### config.mk
export PLATFORM = sky130hd
export DESIGN_NAME = speaker_dac_tx
export DESIGN_NICKNAME = d
export VERILOG_FILES = /design/src/rtl/speaker_dac_tx.sv
export SDC_FILE = /design/constraint.sdc
export NUM_CORES = 1
export LEC_CHECK = 0
export ABC_AREA = 1
export CAP_MARGIN = 0
export CORE_MARGIN = 5
export CORE_UTILIZATION = 56
export DETAILED_ROUTE_END_ITERATION = 10
export PLACE_DENSITY = 0.81
export SYNTH_ARGS = -nofsm -noshare
export SYNTH_HDL_FRONTEND = slang
export SYNTH_SLANG_ARGS = --single-unit
### constraint.sdc
create_clock -name clk -period 1.9 [get_ports clk]
set_clock_uncertainty 0.1 [all_clocks]
set_input_delay 0.19 -clock clk [delete_from_list [all_inputs] [get_ports clk]]
set_output_delay 0.19 -clock clk [all_outputs]
set_load 0.005 [all_outputs]
### src/rtl/speaker_dac_tx.sv
`default_nettype none
`timescale 1ns/1ps
// +----------------------------------------------------------------------------+
// | Module      : speaker_dac_tx                                               |
// | Description : Serialises 12-bit audio samples into 16-bit SPI-style frames |
// |               for a DAC121S101-class DAC, with a one-deep holding buffer.  |
// |               Optional macro DAC_OVF_CNT_EN adds the overflow_cnt port and |
// |               its saturating dropped-sample counter.                       |
// | Revision    : 1.0 - initial release                                        |
// +----------------------------------------------------------------------------+
module speaker_dac_tx #(
  parameter int         CLK_DIV = 4,
  parameter logic [1:0] PD_MODE = 2'b00
) (
  input  logic        clk,
  input  logic        reset,
  input  logic [11:0] sample_in,
  input  logic        sample_valid,
  output logic        dac_sync,
  output logic        dac_sclk,
  output logic        dac_d,
  output logic        busy
`ifdef DAC_OVF_CNT_EN
  ,
  output logic [7:0]  overflow_cnt
`endif
);

  localparam int               DIV_W    = $clog2(CLK_DIV + 1);
  localparam logic [DIV_W-1:0] DIV_LAST = DIV_W'(CLK_DIV - 1);

  typedef enum logic [1:0] {IDLE, LOAD, SHIFT, GAP} state_t;

  state_t            state, state_n;
  logic [15:0]       shreg, shreg_n;
  logic [DIV_W-1:0]  div, div_n;
  logic [4:0]        bitcnt, bitcnt_n;
  logic [4:0]        bitcnt_inc;
  logic              gap_half, gap_half_n;
  logic              sync_q, sync_n;
  logic              sclk_q, sclk_n;
  logic              pend_v, pend_v_n;
  logic [11:0]       pend_data, pend_data_n;

  assign bitcnt_inc = bitcnt + 5'd1;

  // The shift register fills with zeros as it empties, so its MSB is the
  // serial data line and naturally reads 0 outside a frame.
  assign dac_d    = shreg[15];
  assign dac_sync = sync_q;
  assign dac_sclk = sclk_q;
  assign busy     = (state != IDLE) || pend_v;

  // Next-state, serial timing and holding-buffer logic
  always_comb begin
    state_n     = state;
    shreg_n     = shreg;
    div_n       = div;
    bitcnt_n    = bitcnt;
    gap_half_n  = gap_half;
    sync_n      = sync_q;
    sclk_n      = sclk_q;
    pend_v_n    = pend_v;
    pend_data_n = pend_data;

    case (state)
      IDLE: begin
        if (sample_valid || pend_v) begin
          // A fresh strobe beats a pending sample; the pending one is dropped.
          shreg_n  = {2'b00, PD_MODE, (sample_valid ? sample_in : pend_data)};
          pend_v_n = 1'b0;
          sync_n   = 1'b0;
          sclk_n   = 1'b1;
          state_n  = LOAD;
        end
      end
      LOAD: begin
        bitcnt_n = 5'd0;
        div_n    = '0;
        state_n  = SHIFT;
      end
      SHIFT: begin
        if (div == DIV_LAST) begin
          div_n = '0;
          if (sclk_q) begin
            sclk_n = 1'b0;
          end else begin
            // Rising edge: data advances here so it is stable around the fall.
            sclk_n   = 1'b1;
            bitcnt_n = bitcnt_inc;
            shreg_n  = {shreg[14:0], 1'b0};
            if (bitcnt_inc == 5'd16) begin
              sync_n     = 1'b1;
              gap_half_n = 1'b0;
              state_n    = GAP;
            end
          end
        end else begin
          div_n = div + 1'b1;
        end
      end
      GAP: begin
        // Two divider periods of quiet, reusing the half-period divider.
        if (div == DIV_LAST) begin
          div_n = '0;
          if (gap_half) begin
            state_n = IDLE;
          end else begin
            gap_half_n = 1'b1;
          end
        end else begin
          div_n = div + 1'b1;
        end
      end
      default: state_n = IDLE;
    endcase

    // Strobes arriving mid-frame park in the buffer; newest always wins.
    if (sample_valid && (state != IDLE)) begin
      pend_v_n    = 1'b1;
      pend_data_n = sample_in;
    end
  end

  // State and datapath registers
  always_ff @(posedge clk) begin
    if (reset) begin
      state     <= IDLE;
      shreg     <= '0;
      div       <= '0;
      bitcnt    <= '0;
      gap_half  <= 1'b0;
      sync_q    <= 1'b1;
      sclk_q    <= 1'b1;
      pend_v    <= 1'b0;
      pend_data <= '0;
    end else begin
      state     <= state_n;
      shreg     <= shreg_n;
      div       <= div_n;
      bitcnt    <= bitcnt_n;
      gap_half  <= gap_half_n;
      sync_q    <= sync_n;
      sclk_q    <= sclk_n;
      pend_v    <= pend_v_n;
      pend_data <= pend_data_n;
    end
  end

`ifdef DAC_OVF_CNT_EN
  // Saturating count of samples lost to an occupied holding buffer
  always_ff @(posedge clk) begin
    if (reset) begin
      overflow_cnt <= '0;
    end else if (sample_valid && pend_v && (overflow_cnt != 8'hFF)) begin
      overflow_cnt <= overflow_cnt + 8'd1;
    end
  end
`endif

endmodule
`default_nettype wire

==> summary.txt, run 1 <==
Final HPWL DP: 2820 um
Netlist area before placement: 0.00202 mm^2
Number of placement rows: 21
Maximum net fanout on the critical path: 5
Share of final-layout standard cells stronger than drive strength 1: 13.5%
Port Buffers: 18
Number of max-capacitance violations reported: 0
Power share of the clock group: 17.5%
Number of buffers on the longest clock path: 2
Start point of the critical path: state[0]$_SDFFE_PP0P_
Flops & latches, synth: 42
Longest individual stage delay on the worst path: 340 ps
Hold violation count in the final report: 0
Ratio of routed vias to standard cells: 5.14
R2r endpoint: bitcnt[3]$_SDFFE_PP0P_
Sequential element share of the synthesized area: 41.6%
Number of cells on the worst reg-to-reg path: 7
Total Routing Usage GR: 17.0%
Cell types occupying the most area after synthesis: dfxtp_1, nor2_1, nand2_1
Cell count after synthesis: 276
Tightest Pin Transition: 436 ps
DRT antenna net count: 0
Worst-case register-to-register setup slack: 150 ps
Switching Share: 38.6%
Core area: 0.00342 mm^2
Die extent in y: 70.1 um
Internal Pwr Total: 0.00206 W
Data arrival time of the critical path: 1500 ps
Total Neg Setup Slack: 0 ps
Total Die Area: 0.00491 mm^2
Critical Path Sink: busy
Fin crit share: 94.4%
H-tree level count: 2
Initial antenna violation count: 0
Net count of the mapped netlist: 298
Mapped Avg Cell Area: 7.33 um^2
Min Clock Period, post-route: 1790 ps
Clock transition at the registers of the reported paths: 120 ps
Reg-to-reg critical path startpoint: state[1]$_SDFFE_PP0P_
Area added between synthesis and finish: 16.2%
Gpl congestion: 0.819
Clock tree from TritonCTS: yes
Routed wire length: 3920 um
Chain of cells forming the critical path: inv_2, ha_4, inv_4, or2_2, dlygate4sd2_1
CTS Buf Count: 5
Clock sink count: 42
Initial DRC count: 144
Worst slack at placement: 161 ps
Kind of critical path: flip-flop to output pin
Min-delay worst type: flip-flop to flip-flop
Pin count of the biggest net entering global routing: 32
Number of nets in the finished design: 319
Worst VDD drop: 0.00112 V
Worst path required time: 1610 ps
Count of antenna diodes in the layout: 0
Total grt overflow: 0
Setup repair after global routing missed its margin: false
Clock tree root buffer cell: clkbuf_4
I/O pin count: 19
Leakage Power: 0.930 nW
Final WS setup: 107 ps
Synth unique cells: 27
Post-layout total power: 0.00336 W
Post-route worst hold slack: 360 ps
Vias after detailed routing: 1,763
Warnings, synthesis: 0
Width of the die: 70.1 um
Yosys top cell area share: 41.6%
Switching power: 0.00130 W
Crit. End Element: output pin
Clock latency on the worst-skew pair: 340 ps
Number of setup violations in the final report: 0
Via count of the first global-routing pass: 1,582
Number of hold buffers added after CTS: 0
Final routed wire length divided by cell count: 11.4 um
Max-slew violation count: 0
Post-detailed-route DRC marker count: 0
Pre-Repair DR Iteration Count: 4
Power Density: 1430 mW/mm^2
Status: finished clean
Initial cell density of the core: 59.2%
Normalized max-slew margin: 70.8%
Slowest CP cell: dfxtp_2
Combinational cell fraction of total power: 45.4%
Seq pwr share: 37.0%
Category of the worst setup path launch point: flip-flop
Synth area leader: dfxtp_1
Achievable frequency: 558 MHz
Global-route wire length before repair: 6950 um
[cells by family (layout without fill, tap and decap cells)]
group           after synthesis  in the layout  share of synthesized area (%)
simple gates                126            126                           28.3
fa+ha+maj                     7              7                           4.33
flops                        42             42                           41.6
buf+inv                      33             54                           8.04
compound gates               68             68                           17.7
[timing repair]
item	CTS	global route
buffers inserted	2	0
gates resized for setup	7	2
endpoints found under the setup margin	1	4
[sequential cells by signal (all words and copies together), names as in the netlist]
register,flops
pend_data,12
gap_half,1
shreg,16
dac_sync,1
pend_v,1
div,3
state,2
bitcnt,5
dac_sclk,1
[per-layer routing]
layer,global-route usage (%),vias to the layer above,part of all wire (%)
met5,0,-,0
met4,5.53,0,1.4
met3,4.16,8,4.4
met2,25.5,35,42
met1,23.8,763,52
li1,-,957,-
[power by group through the flow]
stage	clock network, W	logic [W]	registers (W)
after global placement	0	0.00142	0.00126
after detailed placement	0	0.00144	0.00127
after floorplan	0	0.00120	0.00124
after global routing	0.000634	0.00173	0.00127
after CTS	0.000592	0.00151	0.00124
final	0.000589	0.00152	0.00124
[worst min-delay path by stage]
stage                                 from                endpoint  slack (ps)  cells past startpoint
global route        shreg[15]$_SDFFE_PP0P_  shreg[15]$_SDFFE_PP0P_         380                      2
detailed placement     div[2]$_SDFFE_PP0N_     div[2]$_SDFFE_PP0N_         340                      2
global placement       div[2]$_SDFFE_PP0N_     div[2]$_SDFFE_PP0N_         330                      2
finish                 div[2]$_SDFFE_PP0N_     div[2]$_SDFFE_PP0N_         360                      2
floorplan                            reset   dac_sclk$_SDFFE_PP1P_         250                      2
CTS                    div[2]$_SDFFE_PP0N_     div[2]$_SDFFE_PP0N_         360                      2
[worst max-delay path: cells and delay by family (launching register included)]
| family | cells | cell delay [ps] |
|---|---|---|
| flip-flops | 1 | 340 |
| AND/OR/NAND/NOR | 1 | 260 |
| adder cells (fa/ha/maj) | 1 | 160 |
| buffers and inverters | 3 | 390 |
[area by class of cell]
| type | instances | area, um^2 |
|---|---|---|
| Timing Repair Buffer | 29 | 262 |
| Clock buffer | 6 | 51.3 |
| Inverter | 18 | 70.1 |
| Fill cell | 310 | 1060 |
| Multi-Input combinational cell | 201 | 1040 |
| Sequential cell | 42 | 843 |
| Clock inverter | 1 | 30.0 |
| Tap cell | 46 | 57.6 |
[synthesized netlist by cell type]
master     n
ha_1       7
nor2_8     1
clkbuf_1   7
buf_1      1
a21oi_1   11
nor3_1     2
nand3_1   16
inv_4      1
o211ai_1   2
o21ai_1   13
nand2_2    3
or2_1      8
buf_6      4
nand4_1    3
nor3b_1    1
inv_1     14
buf_4      1
nor2_2     2
dfxtp_1   42
inv_2      3
nand2_1   42
nor2_1    43
o21ai_0   31
o22ai_1   11
buf_2      2
nand2_4    1
or2_2      4
[placed cells by master (no fill, tap or decap), types with 2 or more instances in the layout]
cell type / instances
o21ai_0: 31
dfxtp_2: 2
inv_2: 5
nand2_1: 42
or2_1: 8
o21ai_1: 13
or2_2: 4
nor2_1: 41
dfxtp_1: 40
clkbuf_4: 5
clkdlybuf4s50_1: 17
inv_1: 12
a21oi_1: 11
nor3_1: 2
nand4_1: 3
nand2_2: 3
nor2_2: 4
ha_1: 6
o22ai_1: 11
nand3_1: 16
o211ai_1: 2
buf_4: 11
[stage by stage]
| step | instance area [um^2] | util [%] | cells |
|---|---|---|---|
| after global routing | 2350 | 68.8 | 343 |
| after global placement | 2240 | 65.5 | 334 |
| final | 2350 | 68.8 | 343 |
| after CTS | 2350 | 68.7 | 343 |
| after detailed placement | 2240 | 65.5 | 334 |
| after floorplan | 2020 | - | 276 |
Power figures use the tool's default switching activity.
==> inputs of run 2 (changes only) <==
- SLEW_MARGIN: not set -> 20
==> results of run 2 <==
Same layout as run 1: the final DEF is identical, and so are final timing and power.
